### config.mk
export PLATFORM = sky130hd
export DESIGN_NAME = int_pe_psum_drain
export DESIGN_NICKNAME = d
export VERILOG_FILES = /design/src/rtl/int_pe_psum_drain.sv
export SDC_FILE = /design/constraint.sdc
export NUM_CORES = 1
export LEC_CHECK = 0
export ABC_AREA = 1
export CAP_MARGIN = 20
export CORE_UTILIZATION = 55
export CTS_CLUSTER_DIAMETER = 30
export DETAILED_ROUTE_END_ITERATION = 6
export PLACE_DENSITY = 0.83
export SLEW_MARGIN = 30
export SYNTH_ARGS = -nofsm -noshare
export SYNTH_HDL_FRONTEND = slang
export SYNTH_SLANG_ARGS = --single-unit
### constraint.sdc
create_clock -name clk -period 4.3 [get_ports clk]
set_clock_uncertainty 0.15 [all_clocks]
set_input_delay 1.075 -clock clk [delete_from_list [all_inputs] [get_ports clk]]
set_output_delay 1.075 -clock clk [all_outputs]
set_load 0.05 [all_outputs]
### src/rtl/int_pe_psum_drain.sv
// Partial-sum drain for the bottom of a systolic int_pe column: K-tile accumulation plus a small output FIFO.
// Define INT_PE_DRAIN_SAT_EN to make every add saturate (and flag ovf_err_out) instead of wrapping.
module int_pe_psum_drain #(
  parameter int ADD_BIT_WIDTH = 24,
  parameter int ACC_WIDTH     = 32,
  parameter int DEPTH         = 8,
  parameter int TILE_W        = 4,
  parameter int FIFO_DEPTH    = 4
) (
  input  logic                     clk,
  input  logic                     rst,
  input  logic                     start_in,
  input  logic [TILE_W-1:0]        cfg_num_tiles,
  input  logic                     psum_valid_in,
  input  logic [ADD_BIT_WIDTH-1:0] psum_in,
  output logic                     out_valid,
  input  logic                     out_ready,
  output logic [ACC_WIDTH-1:0]     out_data,
  output logic                     busy_out,
  output logic                     ovf_err_out
);

  localparam int IDX_W = (DEPTH > 1) ? $clog2(DEPTH) : 1;
  localparam int PTR_W = $clog2(FIFO_DEPTH);
  localparam int CNT_W = PTR_W + 1;

  localparam logic [1:0] S_IDLE  = 2'd0;
  localparam logic [1:0] S_ACCUM = 2'd1;
  localparam logic [1:0] S_DONE  = 2'd2;

  // Returns {overflow, sum}; overflow can only be set in the saturating build.
  function automatic logic [ACC_WIDTH:0] add_acc(input logic signed [ACC_WIDTH-1:0] a,
                                                 input logic signed [ACC_WIDTH-1:0] b);
    logic [ACC_WIDTH:0] s;
    s = {a[ACC_WIDTH-1], a} + {b[ACC_WIDTH-1], b};
`ifdef INT_PE_DRAIN_SAT_EN
    if (s[ACC_WIDTH] != s[ACC_WIDTH-1]) begin
      return {1'b1, s[ACC_WIDTH], {(ACC_WIDTH-1){~s[ACC_WIDTH]}}};
    end
`endif
    return {1'b0, s[ACC_WIDTH-1:0]};
  endfunction

  logic [1:0]                  state_q, state_d;
  logic [IDX_W-1:0]            idx_q, idx_d;
  logic [TILE_W-1:0]           pass_q, pass_d;
  logic [TILE_W-1:0]           passes_q, passes_d;
  logic                        ovf_q, ovf_d;
  logic signed [ACC_WIDTH-1:0] acc_q [DEPTH];
  logic [ACC_WIDTH-1:0]        mem_q [FIFO_DEPTH];
  logic [PTR_W-1:0]            wr_ptr_q, rd_ptr_q;
  logic [CNT_W-1:0]            cnt_q, cnt_d, cnt_after_pop;
  logic [ACC_WIDTH-1:0]        head_q, head_d;

  logic signed [ACC_WIDTH-1:0] x;
  logic [ACC_WIDTH:0]          sum;
  logic                        last_pass;
  logic                        acc_we;
  logic signed [ACC_WIDTH-1:0] acc_wdata;
  logic                        push, push_ok, pop;
  logic [ACC_WIDTH-1:0]        push_data;

  assign x = ACC_WIDTH'(signed'(psum_in));

  always_comb begin
    state_d   = state_q;
    idx_d     = idx_q;
    pass_d    = pass_q;
    passes_d  = passes_q;
    ovf_d     = ovf_q;
    acc_we    = 1'b0;
    acc_wdata = x;
    push      = 1'b0;
    push_data = x;
    last_pass = (pass_q == passes_q - 1'b1);
    sum       = add_acc(acc_q[idx_q], x);
    case (state_q)
      S_IDLE: begin
        if (start_in) begin
          state_d  = S_ACCUM;
          passes_d = (cfg_num_tiles == '0) ? TILE_W'(1) : cfg_num_tiles;
          idx_d    = '0;
          pass_d   = '0;
          ovf_d    = 1'b0;
        end
      end
      S_ACCUM: begin
        if (psum_valid_in) begin
          if (last_pass) begin
            push = 1'b1;
            if (passes_q != TILE_W'(1)) begin
              push_data = sum[ACC_WIDTH-1:0];
              ovf_d     = ovf_q | sum[ACC_WIDTH];
            end
          end else begin
            // The first pass overwrites, so stale entries from an earlier job never leak in.
            acc_we = 1'b1;
            if (pass_q != '0) begin
              acc_wdata = sum[ACC_WIDTH-1:0];
              ovf_d     = ovf_q | sum[ACC_WIDTH];
            end
          end
          if (idx_q == IDX_W'(DEPTH - 1)) begin
            idx_d = '0;
            if (last_pass) state_d = S_DONE;
            else           pass_d  = pass_q + 1'b1;
          end else begin
            idx_d = idx_q + 1'b1;
          end
        end
      end
      S_DONE:  state_d = S_IDLE;
      default: state_d = S_IDLE;
    endcase

    pop     = (cnt_q != '0) && out_ready;
    push_ok = push && ((cnt_q != CNT_W'(FIFO_DEPTH)) || pop);
    if (push && !push_ok) ovf_d = 1'b1;

    // Head register tracks the oldest surviving entry, or the new push when the FIFO would otherwise be empty.
    cnt_after_pop = cnt_q - CNT_W'(pop);
    cnt_d         = cnt_after_pop + CNT_W'(push_ok);
    head_d        = head_q;
    if (cnt_after_pop != '0) head_d = mem_q[rd_ptr_q + PTR_W'(pop)];
    else if (push_ok)        head_d = push_data;
  end

  always_ff @(posedge clk or negedge rst) begin
    if (!rst) begin
      state_q  <= S_IDLE;
      idx_q    <= '0;
      pass_q   <= '0;
      passes_q <= '0;
      ovf_q    <= 1'b0;
      wr_ptr_q <= '0;
      rd_ptr_q <= '0;
      cnt_q    <= '0;
      head_q   <= '0;
      for (int i = 0; i < DEPTH; i++) acc_q[i] <= '0;
    end else begin
      state_q  <= state_d;
      idx_q    <= idx_d;
      pass_q   <= pass_d;
      passes_q <= passes_d;
      ovf_q    <= ovf_d;
      cnt_q    <= cnt_d;
      head_q   <= head_d;
      if (push_ok) wr_ptr_q <= wr_ptr_q + 1'b1;
      if (pop)     rd_ptr_q <= rd_ptr_q + 1'b1;
      if (acc_we)  acc_q[idx_q] <= acc_wdata;
    end
  end

  always_ff @(posedge clk) begin
    if (push_ok) mem_q[wr_ptr_q] <= push_data;
  end

  assign out_valid   = (cnt_q != '0);
  assign out_data    = head_q;
  assign busy_out    = (state_q != S_IDLE);
  assign ovf_err_out = ovf_q;

endmodule

==> results.toml, run 1 <==
[clocking]
clockBufferDepth = 3
ctsHoldBuffers = 0
cts_sinks = 437
cts_tree = "done"
cts-htree-levels = 3
cts_buffers = 86
cts-root-buf = "clkbuf_16"
cts.clk_slew.worst_paths_ps = 50
clk_latency_ps = 630

[final_layout]
layout.nets = 2785
mostFrequentLayoutCell = "nand2_1"
fin_cells = 3296
mostFrequentLayoutCells = "nand2_1, dfrtp_1, inv_1, nand3_1, o21ai_0"
insertedDiodeCount = 0
drive_above_1_share = 0.125
syn2layout_area_growth_pct = 21.6

[placed_design]
hpwlAfterDp_mm = 42.4
gp_congestion = 0.949
portBuffers = 67
dp_cells = 3135

[synthesis]
synth_largest_area_cell = "dfrtp_1"
synth_area_sq_mm = 0.0220
yosys-top-cells-area = "dfrtp_1, edfxtp_1, nand2_1"
ys_warn_count = 0
avgSynthCellArea_sq_um = 8.50
seq_area_frac_synth = 0.527
syn_inst = 2585
synthDistinctLibCells = 44
synth-seq-cells = 437
syn-num-nets = 2665
yosysTopAreaCellShare = 0.352

[route]
via_per_inst = 5.98
num_vias = 19700
routed.top_layer = "met4"
wl_mm = 69.0
wl_met3_mm = 6.98
avgRoutedWirePerCell_um = 20.9
dr_wl_met2_mm = 32.8
drt-initial-drc-count = 2288
dr.pass1.iters = 7
antenna_left = 0
wl_met1_mm = 26.0
drc = 8

[sta]
timing.fmax_mhz = 237
fin_setup_tns_ps = 0
rsz0062_at_grt = "false"
setup_viol = 0
slew_headroom = 0.437
timing.final.crit_share = 0.983
tightest_slew_ps = 844
hold_viol = 0
drv_slew = 0
min_period_ps = 4230

[worst_setup_path]
worstReg2RegStart = "idx_q[1]$_DFFE_PN0P_"
criticalPathCategory = "reg2reg"
critPathBufInv = 3
worstPathArrival_ps = 4550
cp-end-kind = "register"
cp.required_ps = 4620
start_kind = "register"
critPathTopFamily = "simple AND/OR/NAND/NOR gates"
worstPathCellList = "inv_2 -> nand3_1 -> inv_2 -> a22o_1 -> a221oi_1 -> nand4_1 -> ha_4 -> nand2_1 -> nor2_1 -> inv_1 -> nor2_1 -> nand4_1 -> nand4_1 -> nand3_1 -> nand3_1 -> o21ai_0"
crit_start = "idx_q[1]$_DFFE_PN0P_"
critPathMaxStageDelay_ps = 460
crit_path_top_delay_cell = "dfrtp_2"
path_max_fanout = 19

[power_and_ir_drop]
p_leak_nw = 12.8
ir_drop_uv = 439
power.density_mw_per_mm2 = 973
report.power.total_mw = 26.0

[worst_hold_path]
hp-class = "in2async"

[global_route]
grt_use_total = 0.347
grt_max_degree = 116
grt_pass1_vias = 19900
grt_pass1_wl_mm = 109
gr-total-overflow = 0
antenna_found_initial = 0

[floorplan]
coreArea_sq_mm = 0.0390
die_h_um = 202
die_area_sq_mm = 0.0407
die_width_um = 202
start_util = 0.563
rows = 72
ios = 68

[run_status]
violations = "design-rule violations"
status = "finished, violations left"

[flow_run]
cap_violations = 0
==> Yosys cell counts, drive strengths merged <==
cell    number
nand2      954
clkbuf      61
a21oi       25
nor2       108
nand3b       6
nand3      224
inv        244
nand4       33
nor3        11
nor4         1
and2        14
a22oi       33
a22o        18
edfxtp     128
a221oi      25
or2          1
o21ai      191
o31ai        1
mux2        64
xnor2       17
and3         3
buf         44
fa           1
a21boi       1
o22ai       11
clkinv       1
or4          1
dfrtp      309
o21bai       3
ha          46
xor2         6
==> metrics by stage <==
stage / cell area [sq um] / worst slack (ps) / hold slack (ps) / utilization
4_1_cts: 26700 / 53.8 / 306 / 0.684
3_5_place_dp: 23500 / 146 / 316 / 0.603
2_1_floorplan: 22000 / 380 / 299 / -
3_3_place_gp: 23500 / 125 / 312 / 0.603
5_1_grt: 26700 / 0.382 / 336 / 0.685
6_report: 26700 / 74.9 / 288 / 0.685
==> routing by layer <==
metal | vias up | GRT usage
li1 | 8758 | -
met1 | 9427 | 0.440
met2 | 1236 | 0.568
met3 | 281 | 0.0688
met4 | 0 | 0.175
met5 | - | 0
==> final cells by class <==
cell class,instances,area [sq um]
clock inverter,57,803
sequential,437,11600
timing repair buffer,137,1330
inverter,245,920
clock buffer,104,2340
tap,518,648
multi-input combinational,1798,9090
fill,2802,12300
==> state kept, by name, summed over array words and instances, names as in the netlist <==
signal	count
acc_q	256
mem_q	128
out_data	32
pass_q	4
passes_q	4
cnt_q	3
idx_q	3
rd_ptr_q	2
state_q	2
wr_ptr_q	2
ovf_err_out	1
==> worst paths after layout <==
kind	to	slack, ps	cells past startpoint
min reg2reg	acc_q[94]$_DFFE_PN0P_	330	2
max	acc_q[177]$_DFFE_PN0P_	70	16
min in group clk	acc_q[94]$_DFFE_PN0P_	330	2
max in group asynchronous	acc_q[239]$_DFFE_PN0P_	2630	2
max reg2reg	acc_q[177]$_DFFE_PN0P_	70	16
min	out_data[0]$_DFFE_PN0P_	290	1
==> power by group <==
| group | internal, mW | switching [mW] |
|---|---|---|
| logic | 3.86 | 8.26 |
| registers | 5.84 | 0.862 |
| clock network | 4.77 | 2.38 |
| total | 14.5 | 11.5 |
==> repair_timing <==
| action | CTS | global route |
|---|---|---|
| resized for setup | 0 | 7 |
| setup endpoints to repair | 0 | 110 |
| buffers inserted | 0 | 0 |
| hold endpoints to repair | 0 | 0 |
==> logic make-up (layout without fill, tap and decap cells) <==
| kind of cell | Yosys count | in the layout | synth area share |
|---|---|---|---|
| AOI/OAI and AO/OA | 308 | 308 | 0.0833 |
| xor gates and xnor gates | 23 | 23 | 0.00917 |
| adders and majority gates | 47 | 47 | 0.0271 |
| buffers and inverters | 350 | 543 | 0.0628 |
| DFF | 437 | 437 | 0.527 |
| muxes | 64 | 64 | 0.0328 |
| and+or+nand+nor | 1356 | 1356 | 0.258 |
(Power assumes the default switching activity.)
==> run 2, diff against run 1 <==
Settings changed: ABC_CLOCK_PERIOD_IN_PS set to 4300.
==> results of run 2 <==
Same layout as run 1: the final DEF is identical, and so are final timing and power.
